==> src/rtl/spi_host_ctrl.sv <==
// SPI initiator (mode 0) serialising one {rw,addr}+data register frame per request.
// Optional build macro SPI_HOST_CTRL_LOOPBACK_EN adds a 'loopback' input that captures MOSI instead of MISO.
module spi_host_ctrl #(
  parameter int WIDTH      = 8,
  parameter int ADDR_WIDTH = 3,
  parameter int CLK_DIV    = 4
) (
  input  logic                  clk,
  input  logic                  rstb,
  input  logic                  ena,
  input  logic                  req_valid,
  output logic                  req_ready,
  input  logic                  req_write,
  input  logic [ADDR_WIDTH-1:0] req_addr,
  input  logic [WIDTH-1:0]      req_wdata,
  output logic                  rsp_valid,
  output logic [WIDTH-1:0]      rsp_rdata,
  output logic                  spi_cs_n,
  output logic                  spi_clk,
  output logic                  spi_mosi,
`ifdef SPI_HOST_CTRL_LOOPBACK_EN
  input  logic                  loopback,
`endif
  input  logic                  spi_miso
);

  localparam int FRAME_W = 8 + WIDTH;
  localparam int EDGES   = 2 * FRAME_W;
  localparam int EDGE_W  = $clog2(EDGES);
  localparam int DIV_W   = 8;

  typedef enum logic [2:0] {
    IDLE  = 3'd0,
    SETUP = 3'd1,
    SHIFT = 3'd2,
    HOLD  = 3'd3,
    GAP   = 3'd4
  } state_t;

  state_t               state;
  logic [DIV_W-1:0]     div_cnt;
  logic [EDGE_W-1:0]    edge_cnt;
  logic                 rsp_pend;
  logic [FRAME_W-1:0]   shreg;
  logic [WIDTH-1:0]     cap;
  logic [FRAME_W-1:0]   frame;
  logic                 div_done;
  logic                 accept;
  logic                 rise_evt;
  logic                 fall_evt;
  logic                 cap_bit;

  assign div_done  = (div_cnt == DIV_W'(CLK_DIV - 1));
  assign req_ready = (state == IDLE) & ena;
  assign accept    = req_valid & req_ready;
  // A pulse that lands while disabled stays pending in rsp_pend until ena returns.
  assign rsp_valid = rsp_pend & ena;

  assign rise_evt = ((state == SETUP) || ((state == SHIFT) && !spi_clk)) && div_done;
  assign fall_evt = (state == SHIFT) && spi_clk && div_done;

`ifdef SPI_HOST_CTRL_LOOPBACK_EN
  assign cap_bit = loopback ? spi_mosi : spi_miso;
`else
  assign cap_bit = spi_miso;
`endif

  always_comb begin
    frame              = {8'(req_addr), (req_write ? req_wdata : {WIDTH{1'b0}})};
    frame[FRAME_W-1]   = req_write;
  end

  always_ff @(posedge clk or negedge rstb) begin
    if (!rstb) begin
      state     <= IDLE;
      div_cnt   <= '0;
      edge_cnt  <= '0;
      spi_cs_n  <= 1'b1;
      spi_clk   <= 1'b0;
      spi_mosi  <= 1'b0;
      rsp_pend  <= 1'b0;
      rsp_rdata <= '0;
    end else if (ena) begin
      rsp_pend <= 1'b0;
      case (state)
        IDLE: begin
          if (req_valid) begin
            state    <= SETUP;
            div_cnt  <= '0;
            spi_cs_n <= 1'b0;
            spi_mosi <= frame[FRAME_W-1];
          end
        end
        SETUP: begin
          if (div_done) begin
            div_cnt  <= '0;
            edge_cnt <= '0;
            spi_clk  <= 1'b1;
            state    <= SHIFT;
          end else begin
            div_cnt <= div_cnt + 1'b1;
          end
        end
        SHIFT: begin
          if (div_done) begin
            div_cnt  <= '0;
            spi_clk  <= ~spi_clk;
            edge_cnt <= edge_cnt + 1'b1;
            // edge_cnt indexes the edge just made; the final fall keeps MOSI on the last bit
            if (spi_clk) begin
              if (edge_cnt == EDGE_W'(EDGES - 2)) begin
                state <= HOLD;
              end else begin
                spi_mosi <= shreg[FRAME_W-1];
              end
            end
          end else begin
            div_cnt <= div_cnt + 1'b1;
          end
        end
        HOLD: begin
          if (div_done) begin
            div_cnt   <= '0;
            spi_cs_n  <= 1'b1;
            spi_mosi  <= 1'b0;
            rsp_pend  <= 1'b1;
            rsp_rdata <= cap;
            state     <= GAP;
          end else begin
            div_cnt <= div_cnt + 1'b1;
          end
        end
        GAP: begin
          if (div_done) begin
            div_cnt <= '0;
            state   <= IDLE;
          end else begin
            div_cnt <= div_cnt + 1'b1;
          end
        end
        default: state <= IDLE;
      endcase
    end
  end

  // Shift and capture registers carry data only; every frame reloads or fully overwrites them.
  always_ff @(posedge clk) begin
    if (ena) begin
      if (accept) begin
        shreg <= {frame[FRAME_W-2:0], 1'b0};
      end else if (fall_evt) begin
        shreg <= {shreg[FRAME_W-2:0], 1'b0};
      end
      if (rise_evt) begin
        cap <= {cap[WIDTH-2:0], cap_bit};
      end
    end
  end

endmodule

==> config.mk <==
export PLATFORM = sky130hd
export DESIGN_NAME = spi_host_ctrl
export DESIGN_NICKNAME = d
export VERILOG_FILES = /design/src/rtl/spi_host_ctrl.sv
export SDC_FILE = /design/constraint.sdc
export NUM_CORES = 1
export LEC_CHECK = 0
export BUFFER_PORTS_ARGS = -buffer_cell sky130_fd_sc_hd__buf_2
export CAP_MARGIN = 40
export CORE_ASPECT_RATIO = 0.9
export CORE_MARGIN = 2
export CORE_UTILIZATION = 39
export CTS_CLUSTER_DIAMETER = 100
export DETAILED_ROUTE_END_ITERATION = 7
export SLEW_MARGIN = 0
export SYNTH_ARGS = -nofsm -noshare
export SYNTH_HDL_FRONTEND = slang
export SYNTH_SLANG_ARGS = --single-unit
==> constraint.sdc <==
create_clock -name clk -period 3.2 [get_ports clk]
set_input_delay 0.64 -clock clk [delete_from_list [all_inputs] [get_ports clk]]
set_output_delay 0.64 -clock clk [all_outputs]
set_load 0.02 [all_outputs]
==> impl_metrics.yaml <==
logic_synthesis:
  synth.most_common_cell: "dfrtp_1"
  synthCells: 225
  synth_area_leader_cell: "edfxtp_1"
  ys_seq_elements: 51
  yosys.area.top_type_share_pct: 27.1
  netlist_top_cells_area: "edfxtp_1 (27%), dfrtp_1 (26%), o21ai_0 (3.5%)"
  synth.cell_area_sq_mm: 0.00255
  synth_common_cells: "dfrtp_1 (27), nand2_1 (24), edfxtp_1 (23)"
  synth_ff_type: "dfrtp_1"
  yosysSeqAreaShare_pct: 54.6
  async_flop_share_pct: 54.9
  synth_nets: 245
  synth-edff-count: 23
  yosysUniqueCellTypes: 56
  postSynthAreaPerCell_sq_um: 11.3
  yosysWarningCount: 0
clock_network:
  clock_latency_ps: 310
  cts_made_buffers: 5
  ctsHtreeMaxLevel: 2
  clock-sinks: 51
  hold_buffers: 0
  cts_tree: "yes"
  post_cts_buffers: 0
  clock_path_buffers: 2
  clk_pin_slew_ps: 100
  ctsResizeCount: 0
  cts-root-buf: "clkbuf_8"
worst_hold_path:
  hold_path_class: "input pin to async pin"
floorplanning:
  dieArea_sq_mm: 0.00721
  die_h_microns: 80.7
  rows: 27
  start_util_pct: 41.0
  core_area_sq_mm: 0.00622
  pin_count: 30
  die_x_microns: 89.3
setup_path:
  arrival_ps: 2420
  cp_slowest_stage_delay_ps: 450
  crit_fanout: 15
  critPathLaunch: "div_cnt[0]"
  slowest_stage: "dfrtp_1"
  regToRegStartpoint: "div_cnt[0]"
  reg2regPathDepth: 6
  crit_path_end_kind: "register"
  start_kind: "register"
  crit_end: "shreg[6]"
  crit_type: "register to register"
  r2r_slack_ps: 790
  worstPathCellList: "ha_1 -> nor4b_4 -> and2_0 -> nand3_1 -> o21ai_1 -> buf_4"
  reg2reg_to: "shreg[6]"
  required_ps: 3210
finish:
  nets: 273
  area_delta_synth_final_pct: 11.5
  seqCellArea_sq_mm: 0.00139
  stdcell_count: 341
  multi_input_area_sq_mm: 0.00105
  drive_gt1_share_pct: 27.2
  final_util_pct: 45.8
  antennaDiodeCount: 0
  fillers: 600
global_route:
  grt_max_degree: 29
  grt-ovfl-total: 0
  grt_antenna_before_repair: 0
  grt_pass1_vias: 1599
  grt_first_pass_wirelength_microns: 7870
  grt_usage_pct: 14.4
pwr:
  finalPower_w: 0.00217
  vdd_drop_max_v: 0.000247
  p_leak_nw: 1.16
  cellPowerDensity_mw_per_mm2: 764
detailed_routing:
  drtAntennaViolNets: 0
  wl_microns: 4700
  wl_per_cell_microns: 13.8
  first_pass_iters: 4
  drcViolationCount: 0
  via_count: 1764
  drtIter0Drc: 109
  viasPerCell: 5.17
place:
  hpwlAfterDp_microns: 3170
  dpl_worst_slack_ps: 770
  portBuffers: 29
  post-place-cells: 333
  globalplace.congestion: 0.754
sta:
  clock_skew_ps: 7.51
  finalSetupViolCount: 0
  slew_headroom_pct: 57.5
  tightest_slew_ps: 636
  slew_viol_final: 0
  fmax_ghz: 0.414
  grt_setup_unrepaired: "false"
  hold_viol_final: 0
  fin_ws_ps: 787
  fin_tns_setup_ps: 0
  period_share_pct: 75.4
  fin_crit_ps: 2410
status:
  outcome: "finished, final reports clean"
job:
  drv_cap: 0
[power by group]
part | internal, W | switching, W | leakage [nW]
clock network | 0.000177 | 0.000222 | 0.0474
logic | 0.000326 | 0.000474 | 0.551
registers | 0.000846 | 0.000130 | 0.560
[sequential cells by signal, summed over array words and instances, names as in the netlist]
signal     count
rsp_rdata      8
cap            8
shreg         15
spi_mosi       1
spi_clk        1
rsp_pend       1
edge_cnt       5
state          3
div_cnt        8
spi_cs_n       1
[logic make-up (layout without fill, tap and decap cells)]
logic type	count (synthesis)	count (layout)	synth area share, %
flops	51	51	54.6
simple gates	77	77	17.0
compound gates	61	61	16.1
xor+xnor	2	2	0.687
fa+ha+maj	3	3	1.47
mux	12	12	5.74
buf+inv	19	48	4.41
[critical path, delay by kind of cell, from the launching register on]
| family | cells | cell delay, ps |
|---|---|---|
| adders and majority gates | 1 | 200 |
| DFF | 1 | 450 |
| and+or+nand+nor | 3 | 1040 |
| buffers and inverters | 1 | 250 |
| AOI/OAI and AO/OA | 1 | 180 |
[cell type report]
class	instances	area share (%)
multi-input combinational	155	36.8
sequential	51	49.0
tap	87	3.83
clock inverter	2	0.572
clock buffer	6	2.90
timing repair buffer	32	5.90
inverter	8	1.06
[how the worst min path moves through the flow]
stage	endpoint	start	slack, ps	cells after the start
after floorplan	div_cnt[0]	rstb	340	0
after global placement	cap[7]	cap[6]	430	0
after detailed placement	cap[5]	cap[4]	440	0
after CTS	edge_cnt[4]	rstb	360	1
after global routing	rsp_rdata[6]	rstb	380	1
final	edge_cnt[4]	rstb	340	1
[metal layers]
metal / GRT usage (%) / share of wire, %
met1: 21.2 / 51
met2: 20.2 / 43
met3: 3.66 / 3.6
met5: 0 / 0
met4: 5.82 / 1.9
[stage by stage]
step	area, sq um	hold WS (ps)
5_1_grt	2840	381
2_1_floorplan	2550	344
3_5_place_dp	2750	439
4_1_cts	2840	357
6_report	2840	336
3_3_place_gp	2750	435
[cell usage in the layout (no fill, tap or decap), drive strengths merged, types with 2 or more instances in the layout]
cell     n
buf     32
and3     3
o21a     2
nand2b   4
o41ai    2
or2      2
nand3   10
a32oi    3
clkbuf   6
nor2    12
clkinv   2
ha       3
o311ai   2
nor3     3
xor2     2
dfrtp   27
a21oi   13
and2     5
o31ai    2
o21ai   25
or3      3
mux2    12
nand2   24
edfxtp  23
nand4    3
or4      3
inv      7
Note: power is estimated with default switching activity, not from simulation.
